### src/rtl/dmem_copy_engine.sv
// Block-copy engine that owns the data-memory port while busy: reads one word,
// writes it to the destination, and accumulates a running 16-bit sum of copied words.
module dmem_copy_engine #(
  parameter int AW = 16,
  parameter int DW = 16,
  parameter int LW = 16
) (
  input  logic          clk,
  input  logic          rst,
  input  logic          start,
  input  logic [AW-1:0] src,
  input  logic [AW-1:0] dst,
  input  logic [LW-1:0] len,
  output logic          busy,
  output logic          done,
  output logic [DW-1:0] checksum,
  output logic          memread,
  output logic          memwrite,
  output logic [AW-1:0] address,
  output logic [DW-1:0] writedata,
  input  logic [DW-1:0] readdata
);

  typedef enum logic [1:0] {
    IDLE  = 2'd0,
    READ  = 2'd1,
    WRITE = 2'd2,
    DONE  = 2'd3
  } state_t;

  state_t        state_q, state_d;
  logic [AW-1:0] src_q, src_d;
  logic [AW-1:0] dst_q, dst_d;
  logic [LW-1:0] len_q, len_d;
  logic [LW-1:0] index_q, index_d;
  logic [LW-1:0] index_inc;
  logic [DW-1:0] buffer_q, buffer_d;
  logic [DW-1:0] checksum_q, checksum_d;
  logic [DW-1:0] writedata_q, writedata_d;
  logic [AW-1:0] address_q, address_d;
  logic          busy_q, busy_d;
  logic          done_q, done_d;
  logic          memread_q, memread_d;
  logic          memwrite_q, memwrite_d;

  // Next-state and datapath; port outputs are decoded from the next state so they
  // are registered yet still track the state they belong to.
  always_comb begin
    state_d     = state_q;
    src_d       = src_q;
    dst_d       = dst_q;
    len_d       = len_q;
    index_d     = index_q;
    buffer_d    = buffer_q;
    checksum_d  = checksum_q;
    index_inc   = index_q + {{(LW-1){1'b0}}, 1'b1};

    case (state_q)
      IDLE: begin
        if (start) begin
          src_d      = src;
          dst_d      = dst;
          len_d      = len;
          index_d    = {LW{1'b0}};
          checksum_d = {DW{1'b0}};
          state_d    = (len != {LW{1'b0}}) ? READ : DONE;
        end else begin
          state_d    = IDLE;
        end
      end
      READ: begin
        buffer_d   = readdata;
        checksum_d = checksum_q + readdata;
        state_d    = WRITE;
      end
      WRITE: begin
        index_d = index_inc;
        if (index_inc == len_q) begin
          state_d = DONE;
        end else begin
          state_d = READ;
        end
      end
      DONE: begin
        state_d = IDLE;
      end
      default: begin
        state_d = IDLE;
      end
    endcase

    busy_d     = (state_d == READ) || (state_d == WRITE);
    done_d     = (state_d == DONE);
    memread_d  = (state_d == READ);
    memwrite_d = (state_d == WRITE);

    case (state_d)
      READ:    address_d = src_d + AW'(index_d);
      WRITE:   address_d = dst_d + AW'(index_d);
      default: address_d = {AW{1'b0}};
    endcase

    // writedata is only refreshed on entry to WRITE and otherwise holds
    if (state_d == WRITE) begin
      writedata_d = buffer_d;
    end else begin
      writedata_d = writedata_q;
    end
  end

  // State and output registers with immediate reset so a write in flight is dropped
  always_ff @(posedge clk or posedge rst) begin
    if (rst) begin
      state_q     <= IDLE;
      src_q       <= {AW{1'b0}};
      dst_q       <= {AW{1'b0}};
      len_q       <= {LW{1'b0}};
      index_q     <= {LW{1'b0}};
      buffer_q    <= {DW{1'b0}};
      checksum_q  <= {DW{1'b0}};
      writedata_q <= {DW{1'b0}};
      address_q   <= {AW{1'b0}};
      busy_q      <= 1'b0;
      done_q      <= 1'b0;
      memread_q   <= 1'b0;
      memwrite_q  <= 1'b0;
    end else begin
      state_q     <= state_d;
      src_q       <= src_d;
      dst_q       <= dst_d;
      len_q       <= len_d;
      index_q     <= index_d;
      buffer_q    <= buffer_d;
      checksum_q  <= checksum_d;
      writedata_q <= writedata_d;
      address_q   <= address_d;
      busy_q      <= busy_d;
      done_q      <= done_d;
      memread_q   <= memread_d;
      memwrite_q  <= memwrite_d;
    end
  end

  assign busy      = busy_q;
  assign done      = done_q;
  assign checksum  = checksum_q;
  assign memread   = memread_q;
  assign memwrite  = memwrite_q;
  assign address   = address_q;
  assign writedata = writedata_q;

endmodule

### config.mk
export PLATFORM = sky130hd
export DESIGN_NAME = dmem_copy_engine
export DESIGN_NICKNAME = d
export VERILOG_FILES = /design/src/rtl/dmem_copy_engine.sv
export SDC_FILE = /design/constraint.sdc
export NUM_CORES = 1
export LEC_CHECK = 0
export BUFFER_PORTS_ARGS = -buffer_cell sky130_fd_sc_hd__buf_2
export CAP_MARGIN = 20
export CORE_MARGIN = 8
export CORE_UTILIZATION = 50
export CTS_CLUSTER_SIZE = 12
export DETAILED_ROUTE_END_ITERATION = 16
export HOLD_SLACK_MARGIN = 0.12
export PLACE_DENSITY = 0.72
export SKIP_CTS_REPAIR_TIMING = 1
export SKIP_LAST_GASP = 1
export SYNTH_ARGS = -nofsm -noshare
export SYNTH_HDL_FRONTEND = slang
export SYNTH_SLANG_ARGS = --single-unit
### constraint.sdc
create_clock -name clk -period 6 [get_ports clk]
set_input_delay 0.6 -clock clk [delete_from_list [all_inputs] [get_ports clk]]
set_output_delay 0.6 -clock clk [all_outputs]
set_load 0.05 [all_outputs]
* After elaboration in Yosys (flattened, before gate mapping)
Cells that the tools add are included.
** Operators by class
- Add/subtract/negate cells :: 4
- Multiply operators :: 0
- Div/mod/pow operators :: 0
- Order comparisons :: 0
- Equality and inequality tests :: 8
- Shift operators :: 0
- Multiplexer cells :: 14
- Bitwise logic cells :: 0
- Reduce and logical (&&, ||, !) cells :: 6
** Operator list (number)
- two-way mux 16 bit :: 7
- one-hot mux 16 bit (2 select lines) :: 3
- adder 16 bit :: 3
- adder 16 x 1 -> 16 bit (second input constant) :: 1
- equality test 16 bit :: 1
- nonzero test 16 bit :: 1
- equality test 2 bit (second input constant) :: 4
- one-hot mux 2 bit (4 select lines) :: 1
- two-way mux 2 bit :: 3
- equality test 2 x 1 -> 1 bit (second input constant) :: 2
- AND reduction 2 bit :: 2
- zero test 2 bit :: 1
- inequality test 2 bit (second input constant) :: 1
- nonzero test 2 bit :: 1
- logical OR 1 bit :: 1
** Storage, ports and cells
- Register bits :: 134
- Latch bits :: 0
- RAM bits :: 0
- Bits in read-only memories :: 0
- Input port bits :: 67
- Output and inout bits :: 52
- Logic and storage cells :: 45
- Memories kept :: 0

* Logic depth before layout (Yosys ltp)
- Depth after elaboration :: 6
- Depth in mapped cells :: 21
- Depth with buffers taken out :: 20

* Worst setup path after synthesis
No wires, ideal clock.
- Kind :: input -> register
- Start :: input port len[5]
- End :: register address_q[14] (netlist: address[14])
- Library setup time :: 0.138 ns
- Arrival time :: 4.835 ns
- Setup slack :: 1.026 ns
- Cell stages on the path :: 20
- Path through :: nor4b_1 nand4_1 o41ai_1 nand4_1 a221o_1 nor4_2 a31o_1 ha_1 clkbuf_1 mux2_2 ha_1 inv_1 fa_1 nor2b_1 o21ai_0 a21boi_0 o21ba_2 o21a_1 mux2i_1 or4_1
** Between the ends
- Cells in the longest elaborated chain, start to end :: 6
- Elaborated cells on any way between the ends :: 7
** Ends and longest elaborated chain
- from (decl) :: line 13 : input logic [LW-1:0] len,
- nonzero test 16 bit :: line 66 : state_d = (len != {LW{1'b0}}) ? READ : DONE;
- two-way mux 2 bit :: line 66
- two-way mux 2 bit :: line 60 : if (start) begin
- one-hot mux 2 bit (4 select lines) :: line 58 : case (state_q)
- via state_d[1] :: line 31 : state_t state_q, state_d;
- equality test 2 bit
- via memwrite_d :: line 44 : logic memwrite_q, memwrite_d;
- one-hot mux 16 bit (2 select lines) :: line 97 : case (state_d)
- via address_d[14] :: line 40 : logic [AW-1:0] address_q, address_d;
- to (signal assigned) :: line 122 : address_q <= {AW{1'b0}};
- to (signal assigned) :: line 136 : address_q <= address_d;
- to (decl) :: line 40
The timed path passes the listed nets, and every way through them passes these cells.
A chain may end at the register's enable or synchronous reset.

* Final worst setup path
- Start :: register index_q[3]
- End :: register address_q[14] (netlist: address[14])
** Between the ends
- Cells in the longest elaborated chain, start to end :: 6
- Elaborated cells on any way between the ends :: 11
** Ends and longest elaborated chain
- from (decl) :: line 35 : logic [LW-1:0] index_q, index_d;
- from (signal assigned) :: line 118 : index_q <= {LW{1'b0}};
- from (signal assigned) :: line 132 : index_q <= index_d;
- adder 16 x 1 -> 16 bit :: line 56 : index_inc = index_q + {{(LW-1){1'b0}}, 1'b1};
- equality test 16 bit :: line 78 : if (index_inc == len_q) begin
- two-way mux 2 bit :: line 78
- one-hot mux 2 bit (4 select lines) :: line 58
- via state_d[1] :: line 31
- equality test 2 bit
- via memwrite_d :: line 44
- one-hot mux 16 bit (2 select lines) :: line 97
- via address_d[14] :: line 40
The timed path passes the listed nets, and every way through them passes these cells.

==> flow_summary.yaml <==
floorplan:
  start_util_pct: 51.4
  num_io_pins: 119
  die_area_um2: 18400
  rows: 43
  die_h_um: 136
  die_width_um: 136
  core_um2: 13900
route:
  via_per_inst: 5.45
  drcViolationCount: 0
  drt-pass1-iter-count: 6
  routed_wl_um: 18000
  routedWlPerCell_um: 16.5
  vias: 5945
  antenna_left: 0
  drt_first_iter_violations: 454
setup_path:
  critPathTopFamily: "simple AND/OR/NAND/NOR gates"
  slowest_stage: "dfrtp_1"
  critPathLaunchType: "flop"
  setup.worst_path.end_class: "flop"
  crit_type: "flop to flop"
  cp.required_ns: 6.29
  crit_buf_inv: 1
  worstPathArrival_ns: 5.76
  critPathMaxFanout: 17
  cp_slowest_stage_delay_ns: 0.54
  path_cells: "nand3_1, nor4_2, or4bb_1, a221oi_1, a31o_1, ha_2, mux2_2, ha_1, inv_1, fa_1, nor2b_1, o21ai_0, a21boi_0, o21ba_2, o21a_1, mux2i_1, or4_1"
synth:
  yosysMostFrequentCell: "nand2_1"
  ys_ff_latch: 134
  synth_top_area_share_pct: 46.9
  avgSynthCellArea_um2: 9.05
  synthesis.instances: 791
  synth_area_um2: 7160
  yosys-top-cells-count: "nand2_1 (207), dfrtp_1 (134), o21ai_0 (50), nor2_1 (49), ha_1 (34)"
  yosysTopAreaCell: "dfrtp_1"
  yosys_warnings: 0
  synth_edf_count: 0
  synth_nets: 894
  synth.top_cells.by_area: "dfrtp_1 (47%), nand2_1 (11%), ha_1 (5.9%)"
  synth_ff_type: "dfrtp_1"
  synth_seq_area_share_pct: 46.9
  async_reset_ff_share_pct: 100
  synth_cell_types: 57
placement:
  place_area_um2: 7880
  dp_hpwl_um: 13200
  gp_congestion: 0.880
  numPortBuffers: 118
power_and_ir_drop:
  ir_drop_v: 0.000337
  powerDensity_nw_per_um2: 610
  p_leak_nw: 4.19
clocking:
  cts-root-buf: "clkbuf_16"
  cts_tree: "done"
  clock_path_buffers: 2
  ctsHtreeMaxLevel: 4
  cts.clk_slew.worst_paths_ns: 0.06
  cts_sinks: 134
  cts_inserted_buffers: 17
  clkLatencyLatePin_ns: 0.43
grt:
  grt_max_degree: 72
  grt_usage_pct: 20.2
  grt_remaining_overflow: 0
  grt_pass1_vias: 5586
  grt_pass1_wl_um: 29000
  antenna_found_initial: 0
timing:
  rsz0062_at_grt: "no"
  final.setup.tns_ns: 0
  fin_crit_ns: 5.47
  worst-slew-pin-transition_ns: 0.871
  min_period_over_period_pct: 91.1
  fin_worst_skew_ns: 0.0104
  clock.fmax_mhz: 183
  slew_headroom_pct: 41.9
  setup_viol: 0
  finalHoldViolCount: 0
  slew_viol_final: 0
cells_and_area:
  layout.area.seq_um2: 3350
  drive_gt1_share_pct: 20.9
  final_nets: 1000
  stdcell_area_um2: 8470
  multi_input_area_um2: 3600
  synthToLayoutAreaGrowth_pct: 18.3
  diodes: 0
  nFillCells: 1243
run:
  drv_cap: 0
outcome:
  status: "complete, no violations"
min_path:
  hold_path.class: "primary input to asynchronous set/reset pin"
worst register-to-register path: cells and delay by family, from the launching register on:
kind            cells  cell delay [ns]
simple gates        5             1.93
compound gates      6             1.42
fa+ha+maj           3             1.04
flops               1             0.54
mux                 2             0.33
buf+inv             1             0.07
layer usage:
layer	vias to the layer above	wire length [um]	track usage [%]
met5	-	0	0
met4	0	369	8.33
met3	30	1050	4.41
met2	149	8130	29.8
met1	2824	8430	28.0
li1	2942	-	-
path summary, 6_finish.rpt:
kind,from,endpoint,slack [ns],cells past startpoint
min reg2reg,buffer_q[3]$_DFF_PP0_,buffer_q[3]$_DFF_PP0_,0.47,2
min in group clk,len[4],len_q[4]$_DFFE_PP0P_,0.38,3
max reg2reg,index_q[3]$_DFF_PP0_,address[14]$_DFF_PP0_,0.53,17
max in group asynchronous,rst,buffer_q[3]$_DFF_PP0_,4.32,3
max,index_q[3]$_DFF_PP0_,address[14]$_DFF_PP0_,0.53,17
min,rst,checksum[14]$_DFFE_PP0P_,0.36,2
cell usage in the layout, fill, tap and decap left out, types with 5 or more instances in the layout:
cell        instances
ha_1               33
clkinv_2            5
clkbuf_16          17
o31ai_1             8
nor2b_1            12
xor2_1             12
nand2_1           206
clkinvlp_4          5
a211oi_1            8
buf_2             118
buf_4               7
a21o_1             12
nor3b_1             7
nor2_1             49
nor3_1             10
inv_1              15
a21oi_1            31
mux2i_1            10
mux2_2             18
xnor2_1            23
o21ai_0            50
dfrtp_1           134
nand3_1            28
o21a_1              5
a31oi_1            23
power by group:
| group | internal [W] | leakage [nW] | switching [W] | total [W] |
|---|---|---|---|---|
| Combinational | 0.000881 | 2.23 | 0.00176 | 0.00264 |
| Sequential | 0.00129 | 1.68 | 0.000205 | 0.00150 |
| Clock | 0.000629 | 0.277 | 0.000395 | 0.00102 |
stage by stage:
step | instances | utilization, % | hold WS [ns] | worst slack, ns | total power (W)
6_report | 1090 | 60.8 | 0.364 | 0.533 | 0.00516
5_1_grt | 1090 | 60.8 | 0.391 | 0.151 | 0.00553
4_1_cts | 1090 | 60.8 | 0.370 | 0.564 | 0.00517
3_5_place_dp | 1058 | 56.6 | 0.456 | 0.489 | 0.00413
3_3_place_gp | 1058 | 56.6 | 0.451 | 0.632 | 0.00409
2_1_floorplan | 791 | - | 0.436 | 1.03 | 0.00348
final cells by class:
cell class	instances	share of cell area, %
clock buffers	19	5.35
clock inverters	13	1.55
inverters	16	0.739
multi-input cells	603	42.5
flip-flops and latches	134	39.6
well taps	180	2.66
repair buffers	125	7.60
sequential cells by signal, indices dropped and copies added (netlist names), 2 cells and up:
register   count
address       16
buffer_q      16
checksum      16
dst_q         16
index_q       16
len_q         16
src_q         16
writedata     16
state_q        2
logic make-up after synthesis:
logic type	after synthesis	share of synthesized area, %
AO/OA/AOI/OAI	155	13.2
XOR/XNOR	35	4.28
adder cells (fa/ha/maj)	36	6.50
buffers and inverters	54	2.96
flip-flops	134	46.9
multiplexers	28	4.23
AND/OR/NAND/NOR	349	21.9
(Power assumes the default switching activity.)
